===== config.mk =====
export PLATFORM = sky130hd
export DESIGN_NAME = muldiv_sequencer
export DESIGN_NICKNAME = d
export VERILOG_FILES = /design/src/rtl/muldiv_sequencer_pkg.sv /design/src/rtl/muldiv_iter.sv /design/src/rtl/muldiv_sequencer.sv
export SDC_FILE = /design/constraint.sdc
export NUM_CORES = 1
export LEC_CHECK = 0
export CAP_MARGIN = 20
export CORE_AREA = 3 3 217 219
export DETAILED_ROUTE_END_ITERATION = 8
export DIE_AREA = 0 0 220 222
export PLACE_DENSITY = 0.6
export SLEW_MARGIN = 20
export SYNTH_ARGS = -nofsm -noshare
export SYNTH_HDL_FRONTEND = slang
export SYNTH_HIERARCHICAL = 1
export SYNTH_SLANG_ARGS = --single-unit

===== constraint.sdc =====
create_clock -name clk -period 17.1 [get_ports clk]
set_clock_uncertainty 0.15 [all_clocks]
set_input_delay 5.13 -clock clk [delete_from_list [all_inputs] [get_ports clk]]
set_output_delay 5.13 -clock clk [all_outputs]
set_load 0.02 [all_outputs]

===== src/rtl/muldiv_sequencer_pkg.sv =====
// Shared encodings for the multiply/divide sequencer: op codes, FSM states, default width.
package muldiv_sequencer_pkg;
  localparam int MD_WIDTH = 32;

  typedef enum logic [1:0] {
    MD_DIV   = 2'b00,
    MD_DIVU  = 2'b01,
    MD_MULT  = 2'b10,
    MD_MULTU = 2'b11
  } md_op_e;

  typedef enum logic [1:0] {
    IDLE = 2'd0,
    PREP = 2'd1,
    RUN  = 2'd2,
    FIX  = 2'd3
  } md_state_e;

  function automatic logic md_is_mul(input md_op_e op);
    return (op == MD_MULT) || (op == MD_MULTU);
  endfunction

  function automatic logic md_is_signed(input md_op_e op);
    return (op == MD_MULT) || (op == MD_DIV);
  endfunction
endpackage


===== src/rtl/muldiv_iter.sv =====
// Iterative magnitude datapath: shift-add multiply / restoring divide on a {hi, lo} pair,
// retiring STEPS_PER_CYCLE iterations per enabled cycle.
module muldiv_iter
  import muldiv_sequencer_pkg::*;
#(
  parameter int WIDTH           = MD_WIDTH,
  parameter int STEPS_PER_CYCLE = 1
) (
  input  logic             clk,
  input  logic             reset,
  input  logic             load,
  input  logic             en,
  input  logic             is_mul,
  input  logic [WIDTH-1:0] a_in,
  input  logic [WIDTH-1:0] b_in,
  output logic [WIDTH-1:0] hi,
  output logic [WIDTH-1:0] lo
);
  logic [WIDTH-1:0] hi_q, hi_d, lo_q, lo_d, b_q, b_d;
  logic [WIDTH:0]   sum, shl;
  logic [WIDTH-1:0] diff;
  logic             ge;

  always_comb begin
    hi_d = hi_q;
    lo_d = lo_q;
    b_d  = b_q;
    sum  = '0;
    shl  = '0;
    diff = '0;
    ge   = 1'b0;
    if (load) begin
      hi_d = '0;
      lo_d = a_in;
      b_d  = b_in;
    end else if (en) begin
      for (int i = 0; i < STEPS_PER_CYCLE; i++) begin
        if (is_mul) begin
          // lo holds the multiplier; its low bit gates the add, then {acc, lo} shifts right
          sum  = {1'b0, hi_d} + (lo_d[0] ? {1'b0, b_q} : '0);
          hi_d = sum[WIDTH:1];
          lo_d = {sum[0], lo_d[WIDTH-1:1]};
        end else begin
          // remainder stays below the divisor, so the low WIDTH bits of the difference suffice
          shl  = {hi_d, lo_d[WIDTH-1]};
          ge   = shl >= {1'b0, b_q};
          diff = shl[WIDTH-1:0] - b_q;
          hi_d = ge ? diff : shl[WIDTH-1:0];
          lo_d = {lo_d[WIDTH-2:0], ge};
        end
      end
    end
  end

  always_ff @(posedge clk or posedge reset) begin
    if (reset) begin
      hi_q <= '0;
      lo_q <= '0;
      b_q  <= '0;
    end else begin
      hi_q <= hi_d;
      lo_q <= lo_d;
      b_q  <= b_d;
    end
  end

  assign hi = hi_q;
  assign lo = lo_q;
endmodule


===== src/rtl/muldiv_sequencer.sv =====
// Multi-cycle MULT/MULTU/DIV/DIVU controller owning HI/LO, with MFHI/MFLO read and stall.
// Define MULDIV_MTHILO_EN to add the wr_en/wr_sel/wr_data HI/LO write port.
module muldiv_sequencer
  import muldiv_sequencer_pkg::*;
#(
  parameter int WIDTH           = MD_WIDTH,
  parameter int STEPS_PER_CYCLE = 1
) (
  input  logic             clk,
  input  logic             reset,
  input  logic             start,
  input  logic [1:0]       op,
  input  logic [WIDTH-1:0] opa,
  input  logic [WIDTH-1:0] opb,
  input  logic             rd_req,
  input  logic             rd_sel,
`ifdef MULDIV_MTHILO_EN
  input  logic             wr_en,
  input  logic             wr_sel,
  input  logic [WIDTH-1:0] wr_data,
`endif
  output logic [WIDTH-1:0] rd_data,
  output logic             busy,
  output logic             stall,
  output logic             done,
  output logic             div_zero
);
  localparam int NCYC = WIDTH / STEPS_PER_CYCLE;
  localparam int CW   = $clog2(NCYC + 1);

  md_state_e        state_q, state_d;
  md_op_e           op_q, op_d;
  logic [WIDTH-1:0] opa_q, opa_d, opb_q, opb_d;
  logic [WIDTH-1:0] hi_q, hi_d, lo_q, lo_d;
  logic [CW-1:0]    cnt_q, cnt_d;
  logic             neg_q, neg_d, rneg_q, rneg_d, dz_q, dz_d;

  logic             a_neg, b_neg;
  logic [WIDTH-1:0] a_mag, b_mag, it_hi, it_lo;
  logic [2*WIDTH-1:0] prod;

  assign a_neg = md_is_signed(op_q) & opa_q[WIDTH-1];
  assign b_neg = md_is_signed(op_q) & opb_q[WIDTH-1];
  assign a_mag = a_neg ? -opa_q : opa_q;
  assign b_mag = b_neg ? -opb_q : opb_q;
  assign prod  = neg_q ? -{it_hi, it_lo} : {it_hi, it_lo};

  muldiv_iter #(.WIDTH(WIDTH), .STEPS_PER_CYCLE(STEPS_PER_CYCLE)) u_iter (
    .clk    (clk),
    .reset  (reset),
    .load   (state_q == PREP),
    .en     (state_q == RUN),
    .is_mul (md_is_mul(op_q)),
    .a_in   (a_mag),
    .b_in   (b_mag),
    .hi     (it_hi),
    .lo     (it_lo)
  );

  always_ff @(posedge clk or posedge reset) begin
    if (reset) state_q <= IDLE;
    else       state_q <= state_d;
  end

  always_comb begin
    state_d = state_q;
    case (state_q)
      IDLE:    if (start) state_d = PREP;
      PREP:    state_d = RUN;
      RUN:     if (cnt_q == CW'(1)) state_d = FIX;
      default: state_d = IDLE;
    endcase
  end

  always_comb begin
    busy  = (state_q != IDLE);
    done  = (state_q == FIX);
`ifdef MULDIV_MTHILO_EN
    stall = busy & (rd_req | start | wr_en);
`else
    stall = busy & (rd_req | start);
`endif
  end

  always_comb begin
    op_d   = op_q;
    opa_d  = opa_q;
    opb_d  = opb_q;
    cnt_d  = cnt_q;
    neg_d  = neg_q;
    rneg_d = rneg_q;
    hi_d   = hi_q;
    lo_d   = lo_q;
    dz_d   = dz_q;
    case (state_q)
      IDLE: begin
        if (start) begin
          op_d  = md_op_e'(op);
          opa_d = opa;
          opb_d = opb;
        end
`ifdef MULDIV_MTHILO_EN
        if (wr_en) begin
          if (wr_sel) hi_d = wr_data;
          else        lo_d = wr_data;
        end
`endif
      end
      PREP: begin
        cnt_d  = CW'(NCYC);
        neg_d  = a_neg ^ b_neg;
        rneg_d = a_neg;
      end
      RUN: cnt_d = cnt_q - CW'(1);
      default: begin
        if (md_is_mul(op_q)) begin
          hi_d = prod[2*WIDTH-1:WIDTH];
          lo_d = prod[WIDTH-1:0];
        end else if (opb_q == '0) begin
          // divide by zero reports the raw dividend and an all-ones quotient, no sign fix
          hi_d = opa_q;
          lo_d = '1;
          dz_d = 1'b1;
        end else begin
          hi_d = rneg_q ? -it_hi : it_hi;
          lo_d = neg_q ? -it_lo : it_lo;
          dz_d = 1'b0;
        end
      end
    endcase
  end

  always_ff @(posedge clk or posedge reset) begin
    if (reset) begin
      op_q   <= MD_DIV;
      opa_q  <= '0;
      opb_q  <= '0;
      cnt_q  <= '0;
      neg_q  <= 1'b0;
      rneg_q <= 1'b0;
      hi_q   <= '0;
      lo_q   <= '0;
      dz_q   <= 1'b0;
    end else begin
      op_q   <= op_d;
      opa_q  <= opa_d;
      opb_q  <= opb_d;
      cnt_q  <= cnt_d;
      neg_q  <= neg_d;
      rneg_q <= rneg_d;
      hi_q   <= hi_d;
      lo_q   <= lo_d;
      dz_q   <= dz_d;
    end
  end

  assign rd_data  = rd_sel ? hi_q : lo_q;
  assign div_zero = dz_q;
endmodule

Word-level counts from Yosys, hierarchy flattened
Index checks and enable logic that the tools add are counted.
{ "totals": {"output_inout_bits": 36, "input_bits": 71, "ff_bits": 237} }
{ "op_classes": {"mux": 23, "bitwise_logic": 7, "add_sub_neg": 8, "n_eq_ne": 8, "reduce_logical": 11, "n_lt_le_gt_ge": 1} }
{ "op_table": {"columns": ["operator", "count"], "rows": [
  ["$mux 32", 17],
  ["$neg 32->32", 4],
  ["$mux 64", 1],
  ["$neg 64->64", 1],
  ["$add 32x33->33", 1],
  ["$ge 33x32->1", 1],
  ["$logic_not 32->1", 1],
  ["$sub 32x32->32", 1],
  ["$pmux 6 s2", 1],
  ["$eq 2x2->1 const B", 4],
  ["$eq 6x1->1 const B", 1],
  ["$pmux 2 s3", 1],
  ["$reduce_and 2->1", 3],
  ["$sub 6x1->6 const B", 1],
  ["$logic_not 2->1", 2],
  ["$mux 2", 2],
  ["$ne 2x2->1 const B", 2],
  ["$reduce_bool 2->1", 2],
  ["$and 1x1->1", 3],
  ["$reduce_or 3->1", 1],
  ["$eq 2x1->1 const B", 1],
  ["$logic_or 1x1->1", 2],
  ["$not 1->1", 2],
  ["$mux 1", 1],
  ["2 further kinds", 2]
]} }

Logic depth before layout (Yosys ltp)
Gate-level depths: netlist (run 1).
{ "logic_depth": {"word_depth": 5, "mapped_depth": 14, "mapped_depth_nobuf": 13} }

Modules after synthesis
Netlist (run 1), hierarchy kept.
{ "by_module_without_submodules": {"columns": ["mod", "area_each_um2", "instances", "seq_area_each_um2", "cells_each"], "rows": [
  ["muldiv_sequencer", 9708.1, 1, 3528.4, 1056],
  ["muldiv_iter", 8294.2, 1, 2402.3, 1050]
]} }

Least setup slack after synthesis (run 1)
No wires, ideal clock.
{ "synth_timing": {"path_type": "input to output", "startpoint": "in rd_sel", "endpoint": "out rd_data[10]", "path_buffers": 2, "arrival_time_ns": 6.106, "cell_stages": 3, "setup_slack_ns": 5.714, "cell_sequence": "clkbuf_1 clkbuf_1 mux2_2"} }
{ "synth_via": {"elab_chain_len": 1} }
{ "synth_lines": {"columns": ["element", "line_no", "text"], "rows": [
  ["start: declaration", "muldiv_sequencer.sv:16", "input logic rd_sel,"],
  ["$mux 32", "muldiv_sequencer.sv:157", "assign rd_data = rd_sel ? hi_q : lo_q;"],
  ["end: declaration", "muldiv_sequencer.sv:22", "output logic [WIDTH-1:0] rd_data,"]
]} }
Every way passes these cells.

Worst setup path after layout (run 1)
{ "layout_timing": {"startpoint": "in rd_sel", "endpoint": "out rd_data[9]"} }
The elaborated chain is that of the path after synthesis.

==> key figures, run 1 <==
Finish
  – Most common library cell in the layout ignoring fill and taps: nand2_1
  – Nets@finish: 2277
  – Area growth, synth to finish: 14.4%
  – Fraction of final layout cells sized beyond drive strength 1: 0.0967
  – Top library cells by usage in the layout, fill and taps aside: 247 x nand2_1, 235 x dfrtp_1, 219 x o21ai_0, 123 x nor2_1, 114 x a21oi_1
  – Final std cells w/o fill: roughly 2800

Timing
  – Transition time of the tightest slew-check pin: approximately 950 ps
  – Setup repair after global routing missed its margin: no
  – Period utilisation layout: 0.712
  – Setup total negative slack: 0 ps
  – Final setup fails: 0
  – Final max-slew violation count: 0
  – Final hold violation count: 0
  – Final critical delay including setup and external delays: between 10000 and 15000 ps
  – Slew headroom: 0.367
  – Maximum clock frequency: 82.1 MHz

Detailed routing
  – Antenna Violating Nets Remaining: 0
  – DR vias: between 15000 and 20000
  – Residual DRC count: 0
  – Average vias per placed instance: 5.93
  – Count of routing violations after the opening detailed-route iteration: approximately 1400
  – Aggregate routed wire length: slightly above 60 mm
  – Per-cell routed wire length: 21.9 microns
  – Number of optimization iterations in the first detailed-route pass: 6

Floorplan
  – Initial Util: 0.398
  – Area of the die: about 49000 sq um
  – Core Region: approximately 45000 sq um
  – Die boundary height: 222 microns
  – Number of core rows: a little under 80
  – IO Count: between 100 and 150
  – Horizontal die dimension: 220 microns

Clock tree
  – Number of sinks driven by the clock tree: roughly 240
  – Bufs on Longest Clock Path: 3
  – Hold Buf Count CTS: 0
  – Worst-Skew Late Latency: a little under 600 ps
  – # resized after CTS: 0
  – Root buffer cell: clkbuf_16
  – CTS tree: built
  – Clock slew at reported path FFs: roughly 50 ps
  – Clock buffer count from CTS: 30
  – Number of levels in the clock H-tree: 1
  – Post-CTS Setup Bufs: 0

Run status
  – Status: complete, no violations

Worst setup path
  – Data arrival, critical path: roughly 6900 ps
  – Setup Crit Path Kind: in2out
  – Element type at the critical path end: output pin
  – Setup crit start kind: input pin
  – Worst R2R End: u_iter/hi[26]$_DFFE_PP0P_
  – Worst path required time: around 12000 ps
  – Highest net fanout along the worst path: 33
  – Reg2reg setup slack: around 12000 ps
  – Worst r2r src: u_iter/lo[0]$_DFFE_PP0P_
  – R2r worst-path depth: 12

Yosys
  – Synthesis-stage register bit count: 237
  – Cell area after technology mapping: between 15000 and 20000 sq um
  – Mapped Cells: approximately 2100
  – Mapped Nets: 2253
  – Share of flip-flops with an asynchronous set or reset: 1.00
  – Flip-flop cell with the highest count after synthesis: dfrtp_1
  – Sequential cell area fraction in the yosys report: 0.329
  – Synth top area cells: dfrtp_1 33%, mux2_2 6.5%, o21ai_0 6.1%, nand2_1 5.2%, ha_1 5.1%
  – Fraction of synthesized cell area taken by the top area cell type: 0.329
  – Number of synthesized flops with an enable pin: 0
  – Synth cell types: a little under 80
  – Cell type with the largest total area after synthesis: dfrtp_1
  – Yosys warning total: 6
  – Average footprint of a synthesized cell: around 8.5 sq um

GRT
  – Pin count of the biggest net entering global routing: 90
  – Met3 GRT Util: 0.0410
  – Antenna violations before repair: 3
  – Met1 GRT Util: 0.336
  – Aggregate global-route resource usage: 0.242
  – Global routing's busiest layer: met2
  – Grt met2 use: 0.386
  – First-pass GRT wire length: ~93 mm
  – Gr ovfl total: 0
  – Number of global-route vias before repair: between 15000 and 20000

Power
  – Internal: between 0.002 and 0.0025 W
  – Logic pwr share: 0.567
  – Switch share: 0.485
  – Clock power frac: 0.155
  – Net switching power: around 0.0022 W
  – Pwr dens: ~220 nW/um^2
  – Leakage Power: roughly 8.6 nW
  – Maximum vdd ir drop: 0.000156 V
  – Sequential fraction of design power: 0.278

Placement
  – Post-DP HPWL: roughly 45 mm
  – Port-buffer cells: between 100 and 150
  – Instance count after placement with tap cells included: 2698
  – Final weighted congestion of routability-driven global placement: roughly 0.96

Hold path
  – Hold Crit Class: reg2reg
  – End point of the most critical hold path: cnt_q[5]$_DFFE_PP0P_
  – Number of cells on the worst hold path: 1
  – Start point of the worst hold path: cnt_q[5]$_DFFE_PP0P_

Job
  – Max-cap check violation count: 0
power groups by stage:
stage	clock network, W	logic, W	registers [W]
after floorplan	0	0.00201	0.00104
after global placement	0	0.00254	0.00127
after detailed placement	0	0.00258	0.00128
after CTS	0.000725	0.00259	0.00127
after global routing	0.000748	0.00289	0.00132
final	0.000711	0.00261	0.00128
flip-flops by register name, indices dropped and copies added, names as in the netlist:
register,count
opb_q,32
hi_q,32
u_iter/hi,32
cnt_q,6
neg_q,1
u_iter/b_q,32
op_q,2
rneg_q,1
lo_q,32
opa_q,32
state_q,2
u_iter/lo,32
div_zero,1
layer usage:
layer / wire (microns) / vias up / share of wire
met5: 0 / - / 0
met3: 4210 / 117 / 0.070
met2: 27600 / 614 / 0.46
li1: - / 7683 / -
met4: 1820 / 0 / 0.030
met1: 26700 / 7929 / 0.44
worst max path at each step:
stage / from / endpoint / slack [ps]
6_report: rd_sel / rd_data[9] / 4920
5_1_grt: rd_sel / rd_data[9] / 4860
3_3_place_gp: rd_sel / rd_data[14] / 4960
4_1_cts: rd_sel / rd_data[9] / 4900
2_1_floorplan: rd_sel / rd_data[10] / 5710
3_5_place_dp: rd_sel / rd_data[9] / 4900
stage by stage:
stage          setup slack, ps  utilization  power (W)  area (sq um)  hold slack (ps)
4_1_cts                   4900        0.455    0.00458         20600              333
6_report                  4920        0.455    0.00460         20600              327
3_3_place_gp              4960        0.430    0.00381         19500              313
2_1_floorplan             5710            -    0.00305         18000              293
3_5_place_dp              4900        0.430    0.00385         19500              320
5_1_grt                   4860        0.455    0.00495         20600              355
worst max-delay path, stage by stage:
cell and delay [ps]:
clkdlybuf4s50_1 450, buf_4 370, mux2_2 400, clkdlybuf4s50_1 540
cell usage after synthesis, types with 10 or more instances:
library cell  number
a211oi_1          15
o221ai_1          18
nor3_1            38
o21ai_0          219
a21o_1            26
o31ai_1           30
a31oi_1           15
and3_1            10
and2_1            38
o21a_1            13
o21bai_1          11
or4_1             17
o211ai_1          17
or3_1             19
ha_1              74
o41ai_1           20
nand2_1          248
mux2_2           104
mux2i_1           53
a221o_1           12
xor2_1            95
inv_1             73
nor4_1            33
buf_1             13
a21oi_1          114
nand2b_1          11
nand3_1           37
a22oi_1           16
dfrtp_1          237
nand4_1           17
nor2_1           125
xnor2_1          102
clkbuf_1         111
nor2b_1           16
layout make-up:
class / count / area [sq um]
repair buffers: 122 / 1180
flip-flops and latches: 237 / 5930
clock inverters: 10 / 175
diodes: 2 / 5.00
well taps: 600 / 751
clock buffers: 44 / 945
inverters: 74 / 285
fillers: 4483 / 24700
multi-input cells: 1665 / 11300
cells by family (layout without fill, tap and decap cells):
kind of cell    Yosys count  count (layout)  share of synthesized area
simple gates            647             647                      0.173
mux                     157             157                     0.0945
fa+ha+maj                76              76                     0.0537
compound gates          588             588                      0.209
flops                   237             237                      0.329
xor+xnor                197             197                     0.0958
other cells               0               2                          0
buf+inv                 204             250                     0.0436
Note: power is estimated with default switching activity, not from simulation.
==> inputs of run 2 (changes only) <==
==> constraint.sdc (replaced) <==
create_clock -name clk -period 12.3 [get_ports clk]
set_clock_uncertainty 0.15 [all_clocks]
set_input_delay 3.69 -clock clk [delete_from_list [all_inputs] [get_ports clk]]
set_output_delay 3.69 -clock clk [all_outputs]
set_load 0.02 [all_outputs]
==> key figures, run 2 (synthesized netlist as in run 1, its figures left out) <==
Timing
  – Transition time of the tightest slew-check pin: 1050 ps (was 949 ps)
  – Final max-slew violation count: 0 (unchanged)
  – Maximum clock frequency: 108 MHz
  – Setup total negative slack: 0 ps (unchanged)
  – Period utilisation layout: 0.756
  – Setup repair after global routing missed its margin: no (unchanged)
  – Post-route worst hold slack: 330 ps (was 327 ps)
  – Final hold violation count: 0 (unchanged)
  – Final critical delay including setup and external delays: 9300 ps
  – Final setup fails: 0 (unchanged)
  – Slew headroom: 0.301 (was 0.367)

Power
  – Total power draw: 0.00625 W (was 0.00460 W)
  – Maximum vdd ir drop: 0.000151 V (was 0.000156 V)
  – Leakage Power: 8.47 nW (was 8.56 nW)
  – Pwr dens: 306 nW/um^2 (was 223 nW/um^2)

Placement
  – Post-DP HPWL: 44.7 mm (was 44.8 mm)
  – Instance count after placement with tap cells included: 2699 (was 2698)
  – Final weighted congestion of routability-driven global placement: 0.963 (was 0.960)
  – Port-buffer cells: 106 (unchanged)

Worst setup path
  – Buf/Inv on CP: 3 (unchanged)
  – Worst path required time: 8460 ps (was 11820 ps)
  – Max incr delay on CP: 540 ps (about the same)
  – Slowest stage cell, crit path: clkdlybuf4s50_1 (unchanged)
  – Highest net fanout along the worst path: 33 (unchanged)
  – R2r worst-path depth: 12 (unchanged)
  – Dominant delay contributor by cell family on the critical path: buffers and inverters (unchanged)
  – Worst r2r src: u_iter/lo[0]$_DFFE_PP0P_ (unchanged)
  – Reg2reg setup slack: 7550 ps (was 12330 ps)
  – Setup crit start kind: input pin (unchanged)
  – Element type at the critical path end: output pin (unchanged)
  – Data arrival, critical path: 5460 ps (was 6900 ps)
  – Most numerous cell on the critical path: clkdlybuf4s50_1 (unchanged)
  – Ordered list of cells on the worst path: clkdlybuf4s50_1 > buf_4 > mux2_2 > clkdlybuf4s50_1 (unchanged)
  – Worst R2R End: u_iter/hi[26]$_DFFE_PP0P_ (unchanged)
  – Setup Crit Path Kind: in2out (unchanged)
  – Critical Path Stages: 4 (unchanged)

Finish
  – Area growth, synth to finish: 13.4% (was 14.4%)
  – Final std cells w/o fill: 2754 (unchanged)
  – Fraction of final layout cells sized beyond drive strength 1: 0.0924 (was 0.0967)
  – Most common library cell in the layout ignoring fill and taps: nand2_1 (unchanged)
  – Top library cells by usage in the layout, fill and taps aside: 247 x nand2_1, 235 x dfrtp_1, 219 x o21ai_0, 124 x nor2_1, 114 x a21oi_1 (was 247 x nand2_1, 235 x dfrtp_1, 219 x o21ai_0, 123 x nor2_1, 114 x a21oi_1)
  – Nets@finish: 2277 (unchanged)

Clock tree
  – Bufs on Longest Clock Path: 3 (unchanged)
  – Post-CTS Setup Bufs: 0 (unchanged)
  – Root buffer cell: clkbuf_16 (unchanged)
  – Number of sinks driven by the clock tree: 237 (unchanged)
  – # resized after CTS: 0 (unchanged)
  – Worst-Skew Late Latency: 590 ps (was 580 ps)
  – CTS tree: built (unchanged)
  – Clock buffer count from CTS: 29 (was 30)
  – Number of levels in the clock H-tree: 1 (unchanged)
  – Clock slew at reported path FFs: 60 ps (was 50 ps)
  – Hold Buf Count CTS: 0 (unchanged)

Detailed routing
  – DR vias: 16297 (was 16343)
  – Count of routing violations after the opening detailed-route iteration: 1242 (was 1377)
  – Aggregate routed wire length: 59.8 mm (was 60.3 mm)
  – Average vias per placed instance: 5.92 (was 5.93)
  – Antenna Violating Nets Remaining: 0 (unchanged)
  – Residual DRC count: 0 (unchanged)
  – Per-cell routed wire length: 21.7 microns (was 21.9 microns)
  – Number of optimization iterations in the first detailed-route pass: 5 (was 6)

Hold path
  – End point of the most critical hold path: cnt_q[5]$_DFFE_PP0P_ (unchanged)
  – Hold Crit Class: reg2reg (unchanged)
  – Start point of the worst hold path: cnt_q[5]$_DFFE_PP0P_ (unchanged)
  – Number of cells on the worst hold path: 1 (unchanged)

Floorplan
  – Area of the die: 48800 sq um (unchanged)
  – Core Region: 45300 sq um (unchanged)
  – IO Count: 107 (unchanged)
  – Die boundary height: 222 microns (unchanged)
  – Number of core rows: 78 (unchanged)
  – Horizontal die dimension: 220 microns (unchanged)
  – Initial Util: 0.398 (unchanged)

GRT
  – Number of global-route vias before repair: 15758 (was 15883)
  – Gr ovfl total: 0 (unchanged)
  – First-pass GRT wire length: 93.3 mm (was 93.5 mm)
  – Antenna violations before repair: 4 (was 3)
  – Pin count of the biggest net entering global routing: 91 (was 90)
  – Aggregate global-route resource usage: 0.242 (about the same)

Run status
  – Status: complete, no violations (unchanged)

Job
  – Max-cap check violation count: 0 (unchanged)
run 2: changes by cell type in the layout (fill, tap and decap cells not counted), moves of 2 or more:
cell / previous run / this run
clkinv_2: 5 / 8
clkbuf_8: 12 / 6
clkbuf_1: 1 / 9
clkbuf_16: 31 / 29
bufinv_16: 5 / 1
run 2: area by class of cell:
cell class	instances	area, sq um
antenna	1	2.50
clock buffer	44	842
clock inverter	10	90.1
fill	4497	24900
inverter	74	285
multi-input combinational	1665	11300
sequential	237	5930
tap	600	751
timing repair buffer	123	1190
run 2: worst max path at each step:
stage	startpoint	end
after floorplan	rd_sel	rd_data[10]
after global placement	rd_sel	rd_data[14]
after detailed placement	rd_sel	rd_data[24]
after CTS	rd_sel	rd_data[24]
after global routing	rd_sel	rd_data[24]
final	rd_sel	rd_data[5]
run 2: worst reg2reg max path: stages, from the launching register on:
cell and delay [ps]:
dfrtp_1 500, buf_4 280, and2_1 230, ha_1 410
and4_1 250, nor4bb_1 460, nor4_1 250, nor3_1 540
nor2_1 230, o21ai_0 610, a2111oi_0 230, a211oi_1 350
nand3_1 110
run 2: per-layer routing:
metal / track usage / vias up / part of all wire
li1: - / 7677 / -
met4: 0.0692 / 0 / 0.031
met1: 0.336 / 7946 / 0.44
met2: 0.389 / 562 / 0.46
met5: 0 / - / 0
met3: 0.0377 / 112 / 0.067
run 2: report_power, final:
part	switching, W	total (W)	internal (W)
Clock	0.000359	0.000852	0.000493
Combinational	0.00208	0.00360	0.00152
Sequential	0.000652	0.00180	0.00115
run 2: per-stage QoR:
step                 util  setup slack [ps]  instance area, sq um
floorplan               -              3790                 18000
global placement    0.430              3040                 19500
detailed placement  0.430              2980                 19500
CTS                 0.451              2970                 20400
global route        0.451              2920                 20400
finish              0.451              3000                 20400
==> inputs of run 3 (changes only) <==
==> constraint.sdc (replaced) <==
create_clock -name clk -period 9.7 [get_ports clk]
set_clock_uncertainty 0.15 [all_clocks]
set_input_delay 2.91 -clock clk [delete_from_list [all_inputs] [get_ports clk]]
set_output_delay 2.91 -clock clk [all_outputs]
set_load 0.02 [all_outputs]
==> key figures, run 3 (synthesized netlist as in run 1, its figures left out) <==
Run status
  – Status: complete, no violations (unchanged)

Finish
  – Top library cells by usage in the layout, fill and taps aside: 247 x nand2_1, 235 x dfrtp_1, 219 x o21ai_0, 123 x nor2_1, 114 x a21oi_1 (was 247 x nand2_1, 235 x dfrtp_1, 219 x o21ai_0, 124 x nor2_1, 114 x a21oi_1)
  – Utilization after layout: 0.451 (about the same)
  – Final std cells w/o fill: 2753 (was 2754)
  – Fraction of final layout cells sized beyond drive strength 1: 0.0952 (was 0.0924)
  – Most common library cell in the layout ignoring fill and taps: nand2_1 (unchanged)
  – Total non-filler cell area in the finished layout: 20400 sq um (about the same)
  – Area growth, synth to finish: 13.5% (was 13.4%)
  – Antenna diodes: 0 (was 1)
  – Nets@finish: 2278 (was 2277)

Detailed routing
  – Per-cell routed wire length: 21.9 microns (was 21.7 microns)
  – Average vias per placed instance: 5.94 (was 5.92)
  – Residual DRC count: 0 (unchanged)
  – Number of optimization iterations in the first detailed-route pass: 5 (unchanged)
  – Count of routing violations after the opening detailed-route iteration: 1365 (was 1242)
  – Aggregate routed wire length: 60.3 mm (was 59.8 mm)
  – Antenna Violating Nets Remaining: 0 (unchanged)
  – DR vias: 16366 (was 16297)

Worst setup path
  – Setup crit start kind: input pin (unchanged)
  – Element type at the critical path end: output pin (unchanged)
  – Worst path required time: 6640 ps (was 8460 ps)
  – Reg2reg setup slack: 5130 ps (was 7550 ps)
  – Setup Crit Path Kind: in2out (unchanged)
  – Data arrival, critical path: 4690 ps (was 5460 ps)
  – Highest net fanout along the worst path: 33 (unchanged)
  – Worst R2R End: u_iter/hi[26]$_DFFE_PP0P_ (unchanged)
  – Worst r2r src: u_iter/lo[0]$_DFFE_PP0P_ (unchanged)
  – R2r worst-path depth: 12 (unchanged)

Clock tree
  – Root buffer cell: clkbuf_16 (unchanged)
  – CTS tree: built (unchanged)
  – Post-CTS Setup Bufs: 0 (unchanged)
  – Number of sinks driven by the clock tree: 237 (unchanged)
  – # resized after CTS: 0 (unchanged)
  – Bufs on Longest Clock Path: 3 (unchanged)
  – Worst-Skew Late Latency: 590 ps (about the same)
  – Number of levels in the clock H-tree: 1 (unchanged)
  – Hold Buf Count CTS: 0 (unchanged)
  – Clock slew at reported path FFs: 60 ps (about the same)
  – Clock buffer count from CTS: 29 (unchanged)

Timing
  – Final critical delay including setup and external delays: 7750 ps
  – Final setup fails: 0 (unchanged)
  – Final max-slew violation count: 0 (unchanged)
  – Setup total negative slack: 0 ps (unchanged)
  – Setup repair after global routing missed its margin: no (unchanged)
  – Transition time of the tightest slew-check pin: 1030 ps (was 1050 ps)
  – Maximum clock frequency: about 130 MHz
  – Final hold violation count: 0 (unchanged)
  – Period utilisation layout: 0.799
  – Slew headroom: 0.313 (was 0.301)

GRT
  – Number of global-route vias before repair: 15974 (was 15758)
  – First-pass GRT wire length: 94.0 mm (was 93.3 mm)
  – Pin count of the biggest net entering global routing: 102 (was 91)
  – Aggregate global-route resource usage: 0.243 (was 0.242)
  – Gr ovfl total: 0 (unchanged)
  – Antenna violations before repair: 0 (was 4)

Placement
  – Post-DP HPWL: 44.3 mm (was 44.7 mm)
  – Placed Instance Area: 19500 sq um (about the same)
  – Instance count after placement with tap cells included: 2700 (was 2699)
  – Final weighted congestion of routability-driven global placement: 0.985 (was 0.963)
  – Port-buffer cells: 106 (unchanged)

Floorplan
  – IO Count: 107 (unchanged)
  – Area of the die: 48800 sq um (unchanged)
  – Die boundary height: 222 microns (unchanged)
  – Initial Util: 0.398 (unchanged)
  – Horizontal die dimension: 220 microns (unchanged)
  – Number of core rows: 78 (unchanged)
  – Core Region: 45300 sq um (unchanged)

Hold path
  – Hold Crit Class: reg2reg (unchanged)
  – Number of cells on the worst hold path: 2 (was 1)
  – Start point of the worst hold path: div_zero$_DFFE_PP0P_ (was cnt_q[5]$_DFFE_PP0P_)
  – End point of the most critical hold path: div_zero$_DFFE_PP0P_ (was cnt_q[5]$_DFFE_PP0P_)

Power
  – Maximum vdd ir drop: 0.000292 V (was 0.000151 V)
  – Leakage Power: 8.46 nW (was 8.47 nW)
  – Pwr dens: 389 nW/um^2 (was 306 nW/um^2)

Job
  – Max-cap check violation count: 0 (unchanged)
-- run 3: through the flow --
step                power, W  hold slack, ps  setup WS, ps
global route         0.00856             349          1880
detailed placement   0.00678             327          1940
CTS                  0.00790             340          1950
finish               0.00795             340          1950
global placement     0.00671             314          2000
floorplan            0.00538             293          2750
-- run 3: worst max-delay path, cell delays in order --
cell,delay (ps)
clkdlybuf4s50_1,450
buf_4,380
mux2_2,400
clkdlybuf4s50_1,540
-- run 3: power by group --
group          switching (W)  internal, W  leakage, nW  total, W
Combinational        0.00267      0.00193         5.11   0.00460
Sequential          0.000796      0.00146         2.90   0.00225
Clock               0.000465     0.000632        0.454   0.00110
Total                0.00393      0.00402         8.46   0.00795
-- run 3: final cells by class --
cell class / instances / area (sq um)
clock inverter: 14 / 134
inverter: 74 / 285
timing repair buffer: 124 / 1200
multi-input combinational: 1665 / 11300
fill: 4441 / 24900
sequential: 237 / 5930
tap: 600 / 751
clock buffer: 39 / 803
-- run 3: how the worst max path moves through the flow --
stage | from | to | slack (ps) | cells after the start
2_1_floorplan | rd_sel | rd_data[10] | 2750 | 3
3_3_place_gp | rd_sel | rd_data[22] | 2000 | 4
3_5_place_dp | rd_sel | rd_data[18] | 1940 | 4
4_1_cts | rd_sel | rd_data[9] | 1950 | 4
5_1_grt | rd_sel | rd_data[9] | 1880 | 4
6_report | rd_sel | rd_data[9] | 1950 | 4
-- run 3: metal layers --
layer,track usage,wire (microns),vias up,part of all wire
met5,0,0,-,0
met4,0.0796,2200,0,0.036
met3,0.0315,4020,145,0.067
met2,0.387,27100,636,0.45
met1,0.343,26900,7909,0.45
li1,-,-,7676,-
==> edit 1: new RTL, flow settings as in run 3 <==
The option `MULDIV_MTHILO_EN` is turned on by a define.
--- a/src/rtl/muldiv_sequencer.sv
+++ b/src/rtl/muldiv_sequencer.sv
@@ -1,5 +1,7 @@
 // Multi-cycle MULT/MULTU/DIV/DIVU controller owning HI/LO, with MFHI/MFLO read and stall.
 // Define MULDIV_MTHILO_EN to add the wr_en/wr_sel/wr_data HI/LO write port.
+`define MULDIV_MTHILO_EN
+
 module muldiv_sequencer
   import muldiv_sequencer_pkg::*;
 #(
Interface: changed (added wr_data, wr_en and wr_sel); port bits go from 107 to 141. No check against the original RTL was run, so the function may have changed too.
==> edit 1 against run 3 <==
- routed wire length rose by 3.6%
- critical path depth did not move
- area after synthesis rose by 2.7%
- sequential cell count did not move
- cell area rose by 4.2%
- total power rose by 3.9%
- clock power barely moved
- sequential power barely moved
- largest cell class unchanged
- global-route usage rose by 0.63 points
- setup slack got worse by 0.025 ns
- sequential share of layout area fell by 1.2 points
- register-to-register slack improved by 0.44 ns
- via count rose by 3.6%
==> edit 1: results (changes against run 3) <==
- Crit path DAT: 4.71 ns (was 4.69 ns)
- Final setup viols: 0 (unchanged)
- Yosys cell types: 84 (was 77)
- Largest net degree at the start of global routing: 93 (was 102)
- Worst-path clk slew: 0.06 ns (about the same)
- CTS H-Tree Depth: 1 (unchanged)
- Fin cells: 2882 (was 2753)
- Via count: 16960 (was 16370)
- DP Area: 0.02031 mm^2 (was 0.01948 mm^2)
- # placed instances: 2827 (was 2700)
- Post-detail-place hpwl: 47.56 mm (was 44.27 mm)
- FF-to-FF End: u_iter/hi[26]$_DFFE_PP0P_ (unchanged)
- Most frequent cells after synthesis: nand2_1, dfrtp_1, o21ai_0 (unchanged)
- CP Launch Point: rd_sel (unchanged)
- Syn nets: 2375 (was 2253)
- Lkg Pwr: 0.008726 uW (was 0.008464 uW)
- Gr usage total: 24.97% (was 24.34%)
- Register area share after synthesis: 32.08% (was 32.94%)
- Clk buf depth: 3 (unchanged)
- Root buffer cell: clkbuf_16 (unchanged)
- Cells resized by post-CTS repair: 0 (unchanged)
- Hold/Removal Path Class: flip-flop to flip-flop (unchanged)
- Status: finished clean (unchanged)
- Vias in the first global route: 16260 (was 15970)
- Worst skew pair latency: 0.60 ns
- Initial antenna violation count: 0 (unchanged)
- Hold-fix buffers, CTS: 0 (unchanged)
- Starting DRC count in detailed routing: 1708 (was 1365)
- Total wire length: 62.46 mm (was 60.29 mm)
- Post-CTS setup buffer count: 0 (unchanged)
- CP endpoint: rd_data[2] (was rd_data[9])
- Main synth FF type: dfrtp_1 (unchanged)
- Synth async-reset ratio: 100.0% (unchanged)
- PortBufs: 140 (was 106)
- Filler Cells Inserted: 4512 (was 4441)
- CTS buffer count: 29 (unchanged)
- Worst-path maximum fanout: 32 (was 33)
- First-pass GRT wire length: 96.40 mm (was 93.95 mm)
- Worst vdd ir: 281.9 uV (was 291.9 uV)
- Worst R2R Setup Slack: 5.57 ns (was 5.13 ns)
- DR pass1 iterations: 5 (unchanged)
- Synthesized instance count: 2194 (was 2106)
- Placer Congestion: 0.9740 (was 0.9849)
- R2r worst-path depth: 12 (unchanged)
- Yosys warns: 6 (unchanged)
- Worst reg2reg startpoint: u_iter/lo[0]$_DFFE_PP0P_ (unchanged)
- Slew of the pin with the lowest slew margin: 0.9923 ns (was 1.027 ns)
- Layout cells sized above 1: 9.820% (was 9.522%)
- Synth area leaders: dfrtp_1, mux2_2, o21ai_0 (unchanged)
[edit 1: cell count changes after synthesis, moves of 15 or more]
| cell | change |
|---|---|
| nand2_1 | +15 |
| o21ai_1 | +31 |
| o22ai_1 | +24 |
| o31ai_1 | +16 |
| xnor2_1 | +18 |
| xor2_1 | -17 |
[edit 1: cell families after synthesis]
logic type	synth area share [%]
fa+ha+maj	5.224
compound gates	22.66
simple gates	17.89
xor+xnor	9.379
mux	8.446
flops	32.08
buf+inv	4.317
[edit 1: worst min-delay path by stage]
stage / slack [ns] / end / depth (start not counted) / from
CTS: 0.33 / lo_q[15]$_DFFE_PP0P_ / 2 / lo_q[15]$_DFFE_PP0P_
floorplan: 0.29 / cnt_q[5]$_DFFE_PP0N_ / 1 / cnt_q[5]$_DFFE_PP0N_
global placement: 0.32 / cnt_q[5]$_DFFE_PP0N_ / 1 / cnt_q[5]$_DFFE_PP0N_
detailed placement: 0.32 / lo_q[15]$_DFFE_PP0P_ / 2 / lo_q[15]$_DFFE_PP0P_
global route: 0.36 / cnt_q[5]$_DFFE_PP0N_ / 1 / cnt_q[5]$_DFFE_PP0N_
finish: 0.33 / lo_q[15]$_DFFE_PP0P_ / 2 / lo_q[15]$_DFFE_PP0P_
[edit 1: through the flow]
step                      hold WS [ns]  util, %  setup WS, ns
after floorplan                 0.2914        -         2.786
final                           0.3293    47.00         1.927
after global routing            0.3626    47.00         1.879
after detailed placement        0.3170    44.86         1.927
after CTS                       0.3309    46.99         1.923
after global placement          0.3193    44.86         1.972
[edit 1: routing by layer]
layer	track usage (%)	vias up	part of all wire, %
li1	-	8106	-
met1	34.69	8157	44
met2	39.65	583	46
met3	3.303	113	5.9
met4	9.265	0	4.3
met5	0	-	0
[edit 1: cell type report]
class                           count  area (um^2)  share of cell area (%)
Sequential cell                   237         5938                   27.90
Clock inverter                     12        111.4                  0.5232
Tap cell                          600        750.7                   3.527
Multi-Input combinational cell   1756        11790                   55.38
Inverter                           73        281.5                   1.323
Timing Repair Buffer              161         1559                   7.324
Antenna cell                        1        2.502                 0.01176
Clock buffer                       42        854.6                   4.015
[edit 1: worst max-delay path: stages]
cell             delay, ns
clkdlybuf4s50_1       0.45
buf_4                 0.37
mux2_2                0.41
clkdlybuf4s50_1       0.56
[edit 1: where the power goes]
group,internal [uW],switching [uW]
Combinational,2030,2880
Sequential,1480,766
Clock,639,464
==> edit 2: new RTL, flow settings as in run 3 <==
Made on the original files. Re-encode `md_state_e` (4 states) as one-hot, 4 bits wide.
--- a/src/rtl/muldiv_sequencer_pkg.sv
+++ b/src/rtl/muldiv_sequencer_pkg.sv
@@ -9,11 +9,11 @@
     MD_MULTU = 2'b11
   } md_op_e;
 
-  typedef enum logic [1:0] {
-    IDLE = 2'd0,
-    PREP = 2'd1,
-    RUN  = 2'd2,
-    FIX  = 2'd3
+  typedef enum logic [3:0] {
+    IDLE = 4'b0001,
+    PREP = 4'b0010,
+    RUN  = 4'b0100,
+    FIX  = 4'b1000
   } md_state_e;
 
   function automatic logic md_is_mul(input md_op_e op);
Behaviour: no difference found for any inputs over 4 cycles, from zero or initial values and one cycle with reset high; so few cycles prove little.
==> edit 2 against run 3 <==
- critical path depth is the same
- global-route usage grew 0.40 points
- routed wire length grew 2.0%
- sequential power shrank 3%
- register-to-register slack gained 0.32 ns
- highest routed layer is now met5
- core utilization grew 0.55 points
- via count grew 3.9%
- setup slack lost 0.058 ns
- sequential cell count grew 2
- synthesized cell count grew 7.1%
- cell area grew 1.2%
- area after synthesis grew 0.76%
- total power grew 3.7%
==> edit 2: results (changes against run 3) <==
- First-pass GRT wire length: 95.73 mm (was 93.95 mm)
- Most frequent cells after synthesis: nand2_1, dfrtp_1, o21ai_0 (unchanged)
- Clk buf depth: 3 (unchanged)
- Non-Clock Inverter Count: 76 (was 74)
- ClkCell Share: 5.205% (was 4.588%)
- Area occupied by multi-input gates: 0.01136 mm^2 (was 0.01132 mm^2)
- Final Hold Slack: 0.3283 ns (was 0.3396 ns)
- FF-to-FF End: u_iter/hi[26]$_DFFE_PP0P_ (unchanged)
- Worst hold stages: 1 (was 2)
- Vias in the first global route: 16300 (was 15970)
- Nets: 2421 (was 2278)
- Register area share after synthesis: 32.98% (was 32.94%)
- Layout cells sized above 1: 6.522% (was 9.522%)
- Worst vdd ir: 409.1 uV (was 291.9 uV)
- Total wire length: 61.49 mm (was 60.29 mm)
- Cell Int Power: 4055 uW (was 4019 uW)
- Slew of the pin with the lowest slew margin: 1.096 ns (was 1.027 ns)
- Fin util: 45.65% (was 45.10%)
- Buffer share of cell area: 5.859% (was 5.856%)
- Critical path's largest stage delay: 0.54 ns (about the same)
- Clkbuf count: 40 (was 39)
- Post-detail-place hpwl: 44.76 mm (was 44.27 mm)
- Filler Cells Inserted: 4559 (was 4441)
- Crit path DAT: 4.74 ns (was 4.69 ns)
- Gr usage total: 24.74% (was 24.34%)
- Yosys cell types: 77 (unchanged)
- Post-CTS setup buffer count: 0 (unchanged)
- Status: finished clean (unchanged)
- Synth area leaders: dfrtp_1, nand2_1, o21ai_0 (was dfrtp_1, mux2_2, o21ai_0)
- Main synth FF type: dfrtp_1 (unchanged)
- Multi-input combinational cell count: 1805 (was 1665)
- Yosys warns: 6 (unchanged)
- R2r worst-path depth: 12 (unchanged)
- PortBufs: 106 (unchanged)
- Seq cells post-synth: 239 (was 237)
- Placer Congestion: 0.9173 (was 0.9849)
- Synth async-reset ratio: 100.0% (unchanged)
- Worst-path maximum fanout: 32 (was 33)
- Vias per Instance: 5.865 (was 5.945)
- Lkg Pwr: 0.008953 uW (was 0.008464 uW)
- Worst skew pair latency: 0.62 ns (was 0.59 ns)
- DR pass1 iterations: 8 (was 5)
- Root buffer cell: clkbuf_16 (unchanged)
- Switching power: 4196 uW (was 3935 uW)
- Power Sequential: 2180 uW (was 2250 uW)
- Worst R2R Setup Slack: 5.45 ns (was 5.13 ns)
- Nonclk buf count: 126 (was 124)
- CTS buffer count: 30 (was 29)
- CTS H-Tree Depth: 1 (unchanged)
- Initial antenna violation count: 1 (was 0)
- Starting DRC count in detailed routing: 1509 (was 1365)
- DP Area: 0.01959 mm^2 (was 0.01948 mm^2)
- Worst hold endpoint: cnt_q[4]$_DFFE_PP0P_ (was div_zero$_DFFE_PP0P_)
- Largest net degree at the start of global routing: 91 (was 102)
- Clk pwr: 1210 uW (was 1100 uW)
- Hold_sp: cnt_q[4]$_DFFE_PP0P_ (was div_zero$_DFFE_PP0P_)
- Antenna Cells: 0 (unchanged)
- Seq area share: 28.95% (was 29.05%)
==> edit 2: cell count changes after synthesis, sizes merged, moves of 5 or more <==
cell / before / now
o211ai: 17 / 36
o21ai: 220 / 233
and3: 11 / 18
or3: 19 / 24
xnor2: 102 / 92
or2: 7 / 14
o31ai: 31 / 47
nand2: 248 / 408
nor4: 33 / 24
nor2b: 16 / 22
nor2: 125 / 138
mux2: 104 / 37
buf: 19 / 24
==> edit 2: cells by family (layout without fill, tap and decap cells) <==
family / after synthesis / after routing / share of synthesized area, %
AND/OR/NAND/NOR: 840 / 840 / 21.55
AO/OA/AOI/OAI: 615 / 615 / 21.69
flip-flops: 239 / 239 / 32.98
buffers and inverters: 211 / 256 / 4.463
XOR/XNOR: 191 / 191 / 9.222
multiplexers: 87 / 87 / 5.056
adder cells (fa/ha/maj): 72 / 72 / 5.049
==> edit 2: per-stage QoR <==
step | cells | setup WS [ns]
6_report | 2900 | 1.895
5_1_grt | 2900 | 1.844
4_1_cts | 2900 | 1.896
3_5_place_dp | 2846 | 1.902
3_3_place_gp | 2846 | 1.931
2_1_floorplan | 2255 | 2.786
==> edit 2: how the worst max path moves through the flow <==
| stage | startpoint | end | depth (start not counted) |
|---|---|---|---|
| finish | rd_sel | rd_data[9] | 4 |
| global route | rd_sel | rd_data[8] | 4 |
| CTS | rd_sel | rd_data[9] | 4 |
| detailed placement | rd_sel | rd_data[9] | 4 |
| global placement | rd_sel | rd_data[8] | 4 |
| floorplan | rd_sel | rd_data[10] | 3 |
==> edit 2: per-layer routing <==
metal / global-route usage (%) / wire length [um] / vias up
met5: 0 / 13 / -
met4: 6.294 / 1307 / 2
met3: 3.892 / 4522 / 71
met2: 37.36 / 27000 / 627
met1: 36.85 / 28650 / 8229
li1: - / - / 8080
